File: src/rtl/go_trigger_pkg.sv
// go_trigger_pkg: shared FSM state type and default constants for go_trigger.
// Revision: 1.0
`default_nettype none

package go_trigger_pkg;

   typedef enum logic [1:0] {
      ST_RELEASED     = 2'd0,
      ST_PRESS_WAIT   = 2'd1,
      ST_PRESSED      = 2'd2,
      ST_RELEASE_WAIT = 2'd3
   } state_e;

   localparam int DEF_DEBOUNCE_CYCLES = 16;
   localparam int DEF_SYNC_STAGES     = 2;
   localparam int GO_COUNT_W          = 8;

   // Debounced level is high once a press has been accepted, until the release is accepted.
   function automatic logic level_of(input state_e s);
      return (s == ST_PRESSED) || (s == ST_RELEASE_WAIT);
   endfunction

endpackage

`default_nettype wire

File: src/rtl/go_trigger_bit_sync.sv
// bit_sync: DEPTH-stage flop chain bringing an asynchronous level into the clk domain.
// Revision: 1.0
`default_nettype none

module bit_sync #(
   parameter int DEPTH = 2
) (
   input  logic clk,
   input  logic rst_n,
   input  logic d,
   output logic q
);

   logic [DEPTH-1:0] sync_q;
   logic [DEPTH-1:0] sync_d;

   always_comb begin
      sync_d = {sync_q[DEPTH-2:0], d};
   end

   always_ff @(posedge clk or negedge rst_n) begin
      if (!rst_n) begin
         sync_q <= '0;
      end else begin
         sync_q <= sync_d;
      end
   end

   assign q = sync_q[DEPTH-1];

endmodule

`default_nettype wire

File: src/rtl/go_trigger.sv
// go_trigger: debounces a push button and issues one go pulse per accepted press.
// Optional go counter enabled by macro GO_TRIGGER_GO_COUNT_EN. Revision: 1.0
`default_nettype none

module go_trigger
   import go_trigger_pkg::*;
#(
   parameter int DEBOUNCE_CYCLES = DEF_DEBOUNCE_CYCLES,
   parameter int SYNC_STAGES     = DEF_SYNC_STAGES
) (
   input  logic                  clk,
   input  logic                  rst_n,
   input  logic                  btn_in,
   input  logic                  enable,
   output logic                  go,
   output logic                  btn_level
`ifdef GO_TRIGGER_GO_COUNT_EN
   ,
   output logic [GO_COUNT_W-1:0] go_count
`endif
);

   localparam int             CNT_W  = $clog2(DEBOUNCE_CYCLES);
   localparam logic [CNT_W-1:0] C_TERM = CNT_W'(DEBOUNCE_CYCLES - 1);
   localparam logic [CNT_W-1:0] C_ONE  = CNT_W'(1);

   logic             btn_s;
   state_e           state_q, state_d;
   logic [CNT_W-1:0] cnt_q, cnt_d;
   logic             go_q, go_d;
   logic             lvl_q, lvl_d;

   bit_sync #(
      .DEPTH (SYNC_STAGES)
   ) u_sync (
      .clk   (clk),
      .rst_n (rst_n),
      .d     (btn_in),
      .q     (btn_s)
   );

   // The terminal count always forces a state exit, so cnt never wraps.
   always_comb begin
      state_d = state_q;
      cnt_d   = cnt_q;
      go_d    = 1'b0;
      case (state_q)
         ST_RELEASED: begin
            if (btn_s) begin
               state_d = ST_PRESS_WAIT;
               cnt_d   = '0;
            end
         end
         ST_PRESS_WAIT: begin
            if (!btn_s) begin
               state_d = ST_RELEASED;
            end else if (cnt_q == C_TERM) begin
               state_d = ST_PRESSED;
               go_d    = enable;
            end else begin
               cnt_d = cnt_q + C_ONE;
            end
         end
         ST_PRESSED: begin
            if (!btn_s) begin
               state_d = ST_RELEASE_WAIT;
               cnt_d   = '0;
            end
         end
         ST_RELEASE_WAIT: begin
            // Returning to PRESSED here is a release glitch, not a new press: no go.
            if (btn_s) begin
               state_d = ST_PRESSED;
            end else if (cnt_q == C_TERM) begin
               state_d = ST_RELEASED;
            end else begin
               cnt_d = cnt_q + C_ONE;
            end
         end
         default: begin
            state_d = ST_RELEASED;
            cnt_d   = '0;
         end
      endcase
      lvl_d = level_of(state_d);
   end

   always_ff @(posedge clk or negedge rst_n) begin
      if (!rst_n) begin
         state_q <= ST_RELEASED;
         cnt_q   <= '0;
         go_q    <= 1'b0;
         lvl_q   <= 1'b0;
      end else begin
         state_q <= state_d;
         cnt_q   <= cnt_d;
         go_q    <= go_d;
         lvl_q   <= lvl_d;
      end
   end

   assign go        = go_q;
   assign btn_level = lvl_q;

`ifdef GO_TRIGGER_GO_COUNT_EN
   logic [GO_COUNT_W-1:0] go_count_q, go_count_d;

   always_comb begin
      go_count_d = go_count_q;
      if (go_q && (go_count_q != {GO_COUNT_W{1'b1}})) begin
         go_count_d = go_count_q + GO_COUNT_W'(1);
      end
   end

   always_ff @(posedge clk or negedge rst_n) begin
      if (!rst_n) begin
         go_count_q <= '0;
      end else begin
         go_count_q <= go_count_d;
      end
   end

   assign go_count = go_count_q;
`endif

endmodule

`default_nettype wire

File: config.mk
export PLATFORM = sky130hd
export DESIGN_NAME = go_trigger
export DESIGN_NICKNAME = d
export VERILOG_FILES = /design/src/rtl/go_trigger_pkg.sv /design/src/rtl/go_trigger_bit_sync.sv /design/src/rtl/go_trigger.sv
export SDC_FILE = /design/constraint.sdc
export NUM_CORES = 1
export LEC_CHECK = 0
export CAP_MARGIN = 10
export CORE_AREA = 2 2 39 41
export CTS_CLUSTER_DIAMETER = 100
export DETAILED_ROUTE_END_ITERATION = 6
export DIE_AREA = 0 0 41 43
export DONT_BUFFER_PORTS = 1
export GPL_TIMING_DRIVEN = 1
export SLEW_MARGIN = 30
export SYNTH_ARGS = -nofsm -noshare
export SYNTH_HDL_FRONTEND = slang
export SYNTH_SLANG_ARGS = --single-unit
File: constraint.sdc
create_clock -name clk -period 1.6 [get_ports clk]
set_input_delay 0.32 -clock clk [delete_from_list [all_inputs] [get_ports clk]]
set_output_delay 0.32 -clock clk [all_outputs]
set_load 0.03 [all_outputs]
=== Word level (Yosys, flattened, before mapping) ===
Cells that the tools add are included.
W data, S select, Z words.

* Register bits: 10
* Bits of input ports: 4
* Word-level logic and storage cells: 35
* Output and inout port bits: 2

* Multiplexer cells: 16
* Reductions and logical operators: 3
* Add/sub/neg operators: 1
* Equality and inequality tests: 10

{| class="wikitable"
|+ Operators by type and width
! cell !! number
|-
| $mux W4 || 5
|-
| $pmux W4 S4 || 1
|-
| $mux W2 || 6
|-
| $eq A2 B2 Y1 const B || 4
|-
| $pmux W2 S4 || 1
|-
| $add A4 B1 Y4 const B || 1
|-
| $eq A4 B4 Y1 const B || 1
|-
| $ne A2 B1 Y1 const B || 2
|-
| $ne A2 B2 Y1 const B || 2
|-
| $reduce_and A4 Y1 || 1
|-
| $mux W1 || 3
|-
| $eq A2 B1 Y1 const B || 1
|-
| $logic_not A2 Y1 || 1
|-
| $logic_or A1 B1 Y1 || 1
|}

=== Longest topological paths before layout ===
* Depth in word-level cells: 6
* Mapped depth: 4
* Mapped depth without buffers: 4

=== Hierarchy ===
From an unflattened synthesis, not the netlist that was laid out.

* Cell total of the unflattened synthesis: 32
* Area total of the unflattened synthesis: 419.2 um^2

{| class="wikitable"
|+ Modules (own cells, without submodules)
! module !! cells an instance !! area an instance (um^2) !! sequential area each (um^2) !! times used
|-
| go_trigger || 30 || 369.1 || 200.2 || 1
|-
| bit_sync || 2 || 50.0 || 50.0 || 1
|}

=== Worst setup path before layout ===
No wires, ideal clock.

* Kind: reg-to-reg
* Start: register cnt_q[0]
* End: register cnt_q[0]
* Arrival: 1.158 ns
* Library setup time: 0.125 ns
* Cell stages (with the launch flop): 5
* Path slack: 0.317 ns
* Period minus slack after synthesis: 1.283 ns
* Data required time: 1.475 ns
* Path buffers: 0
* Cell sequence: dfrtp_1 ha_1 nand4_2 nand2_2 mux2_4

* Longest elaborated chain between the ends: 4
* Elaborated cells between the ends (all ways): 6
* Those cells by class: add/sub: 1; eq/ne: 1; mux: 4

{| class="wikitable"
|+ RTL lines
! item !! line !! text
|-
| start, declared || go_trigger.sv:29 || <nowiki>logic [CNT_W-1:0] cnt_q, cnt_d;</nowiki>
|-
| start signal, assigned || go_trigger.sv:96 || <nowiki>cnt_q <= cnt_d;</nowiki>
|-
| $add A4 B1 Y4 / $eq A4 B4 Y1 (equally long branches) || -- ||
|-
| $mux W4 * || go_trigger.sv:57, go_trigger.sv:74 ||
|-
| $mux W4, on equally long branches || go_trigger.sv:72, go_trigger.sv:55 ||
|-
| $pmux W4 S4 * || go_trigger.sv:47 || <nowiki>case (state_q)</nowiki>
|}

Mark *: on every way between the ends. The rest lies on a longest branch, timed or not. The select of a mux whose other input is x is not followed.
A chain may end at the register's enable or synchronous reset.

=== Final worst setup path ===
Ends and elaborated chain as after synthesis.

==> out/results.txt <==
Status - finished clean
M1 GR Usage - 10.62%
Post-CTS resize count - 0
Via-to-Cell Ratio - 5.019
Top post-synthesis cells by count - dfrtp_1, a21oi_1, mux2_2, nand2_1, o21ai_0
Main synth FF type - dfrtp_1
Avg Inst Size Synth - 13.10 µm²
Xor-xnor portion of the synthesized cell area - 3.881%
Via count - 266
Post-synthesis sequential area ratio - 59.70%
Worst-Margin Slew - 427.0 ps
Simple-gate area share of the yosys netlist - 13.13%
Endpoints failing setup - 0
Worst Path Arrival - 1590 ps
PD cells - 1150 nW/µm²
Critical path class - reg -> reg
Syn Inst Count - 32
Site Rows - 14
Overall Global Routing Usage - 11.16%
Post-synthesis register bit count - 10
GR Util met2 - 15.94%
Setup TNS - 0 ps
Syn_nets - 37
CTS Sinks - 10
Clk_lat worst skew - 260 ps
EDFF count, synth - 0
Worst vdd ir - 0.0004862 V
Vias in the first global route - 296
Yosys top cell by area - dfrtp_1
Area fraction of the dominant cell type after synthesis - 59.70%
Area of the core - 1384 µm²
Asr flop ratio synth - 100.0%
Global route overflow - 0
NumNets Final - 43
P&R area growth vs syn - 15.82%
DRT Pass-1 Iters - 2
Root Driver - clkbuf_4
Routed length per instance - 12.47 µm
Pre-CTS setup slack - 168.3 ps
Initial drt markers - 1
# H-tree levels - 1
Synth top area cells - dfrtp_1, mux2_2, xor2_2
# fillers - 134
Yosys Warn Count - 0
Critical Path RT - 1750 ps
Met3 Use GR - 4.712%
Fin util - 35.08%
CTS tree - done
IO buf count - 0
CP endpoint kind - flop
WHS - 79.68 ps
Multiplexer area fraction after synthesis - 8.955%
Tmin final - 1441 ps
Clock skew - 0.4810 ps
Die area - 1763 µm²
Antenna violations before repair - 0
CTS buffer count - 3
Clock buffer depth - 2
Worst min path class - in -> reg
Final ANT Viol Nets - 0
Relative slew slack - 71.44%
Max Fclk - 694.0 MHz
Most common cell in the netlist - dfrtp_1
DR DRC count - 0
RSZ-0062 raised after global routing - no
Final worst-path cycle share - 90.06%
Max-cap violation count - 0
First-pass GRT wire length - 1200 µm
Synth Cell Area - 419.2 µm²
Clk pin slew, worst setup/hold paths - 60 ps
Max FO, Critical Path - 5
Gpl congestion - 0.7271
Setup ws final - 159.1 ps
DIE WIDTH - 41 µm
Compound-Gate Fraction of Synth Area - 10.45%
Type of origin of the critical path - flop
GR peak layer - met2
Post-synthesis adder-cell area fraction - 2.985%
Pin count of the biggest net entering global routing - 11
Drt total wl - 661 µm
Layout cell share with drive strength beyond 1 - 27.03%
Die height - 43 µm
Slew Limit Fails - 0
Largest family of logic cells by synthesized area - simple AND/OR/NAND/NOR gates
Initial core utilization - 30.29%
# diodes - 0
IO Count - 6
Netlist cell types - 18
Hold Violations, Final - 0
Lkg Pwr - 0.0002408 µW
## layout by cell type, fill, tap and decap left out, types with 2 or more instances in the layout
cell type and count:
nand2_1 2, o21ai_0 2, clkbuf_4 3, dfrtp_1 10
a21oi_1 3, mux2_2 2
## worst max-delay path, stage by stage (launching register included)
cell,delay [ps]
dfrtp_1,430
ha_1,260
nand4_2,200
nand2_2,140
mux2_4,300
## power by group
part | internal (µW) | switching [µW] | leakage [µW]
sequential | 269 | 21.6 | 0.000130
combinational | 22.8 | 20.5 | 0.0000896
clock | 138 | 85.9 | 0.0000210
total | 430 | 128 | 0.000241
## layer usage
layer	up-vias	share of wire, %
met5	-	0
met2	7	51
met3	5	4.5
li1	125	-
met4	0	5.4
met1	129	39
## final cells by class
type / instances / area [µm²] / area share, %
Inverter: 1 / 3.754 / 0.7732
Timing Repair Buffer: 1 / 10.01 / 2.062
Multi-Input combinational cell: 21 / 165.2 / 34.02
Tap cell: 16 / 20.02 / 4.124
Sequential cell: 10 / 250.2 / 51.55
Clock buffer: 4 / 36.28 / 7.474
## stage by stage
step | area, µm² | cells | total power [µW]
after CTS | 485.5 | 53 | 566.7
after detailed placement | 439.2 | 48 | 332.9
final | 485.5 | 53 | 558.4
after floorplan | 419.2 | 32 | 320.7
after global routing | 485.5 | 53 | 582.5
after global placement | 439.2 | 48 | 327.2
## cell families (layout without fill, tap and decap cells)
kind of cell,after synthesis,count (layout)
flip-flops,10,10
AND/OR/NAND/NOR,9,9
AO/OA/AOI/OAI,7,7
multiplexers,3,3
adder cells (fa/ha/maj),1,1
XOR/XNOR,1,1
buffers and inverters,1,6
## registers in the layout (all words and copies together) (netlist names)
signal / count
cnt_q: 4
state_q: 2
u_sync.sync_q: 2
btn_level: 1
go: 1
## timing repair
action,in CTS,in global routing
hold endpoints to repair,10,0
setup buffers,0,0
hold buffers,1,0
## final timing paths
path	start	cells past startpoint	slack [ps]	end
worst max-delay path	cnt_q[0]	4	160	cnt_q[0]
worst min-delay path	btn_in	0	80	u_sync.sync_q[0]
worst max register to register	cnt_q[0]	4	160	cnt_q[0]
worst min register to register	u_sync.sync_q[0]	0	360	u_sync.sync_q[1]
max in group asynchronous	rst_n	1	880	go
min in group asynchronous	rst_n	1	430	state_q[0]
Note: power is estimated with default switching activity, not from simulation.
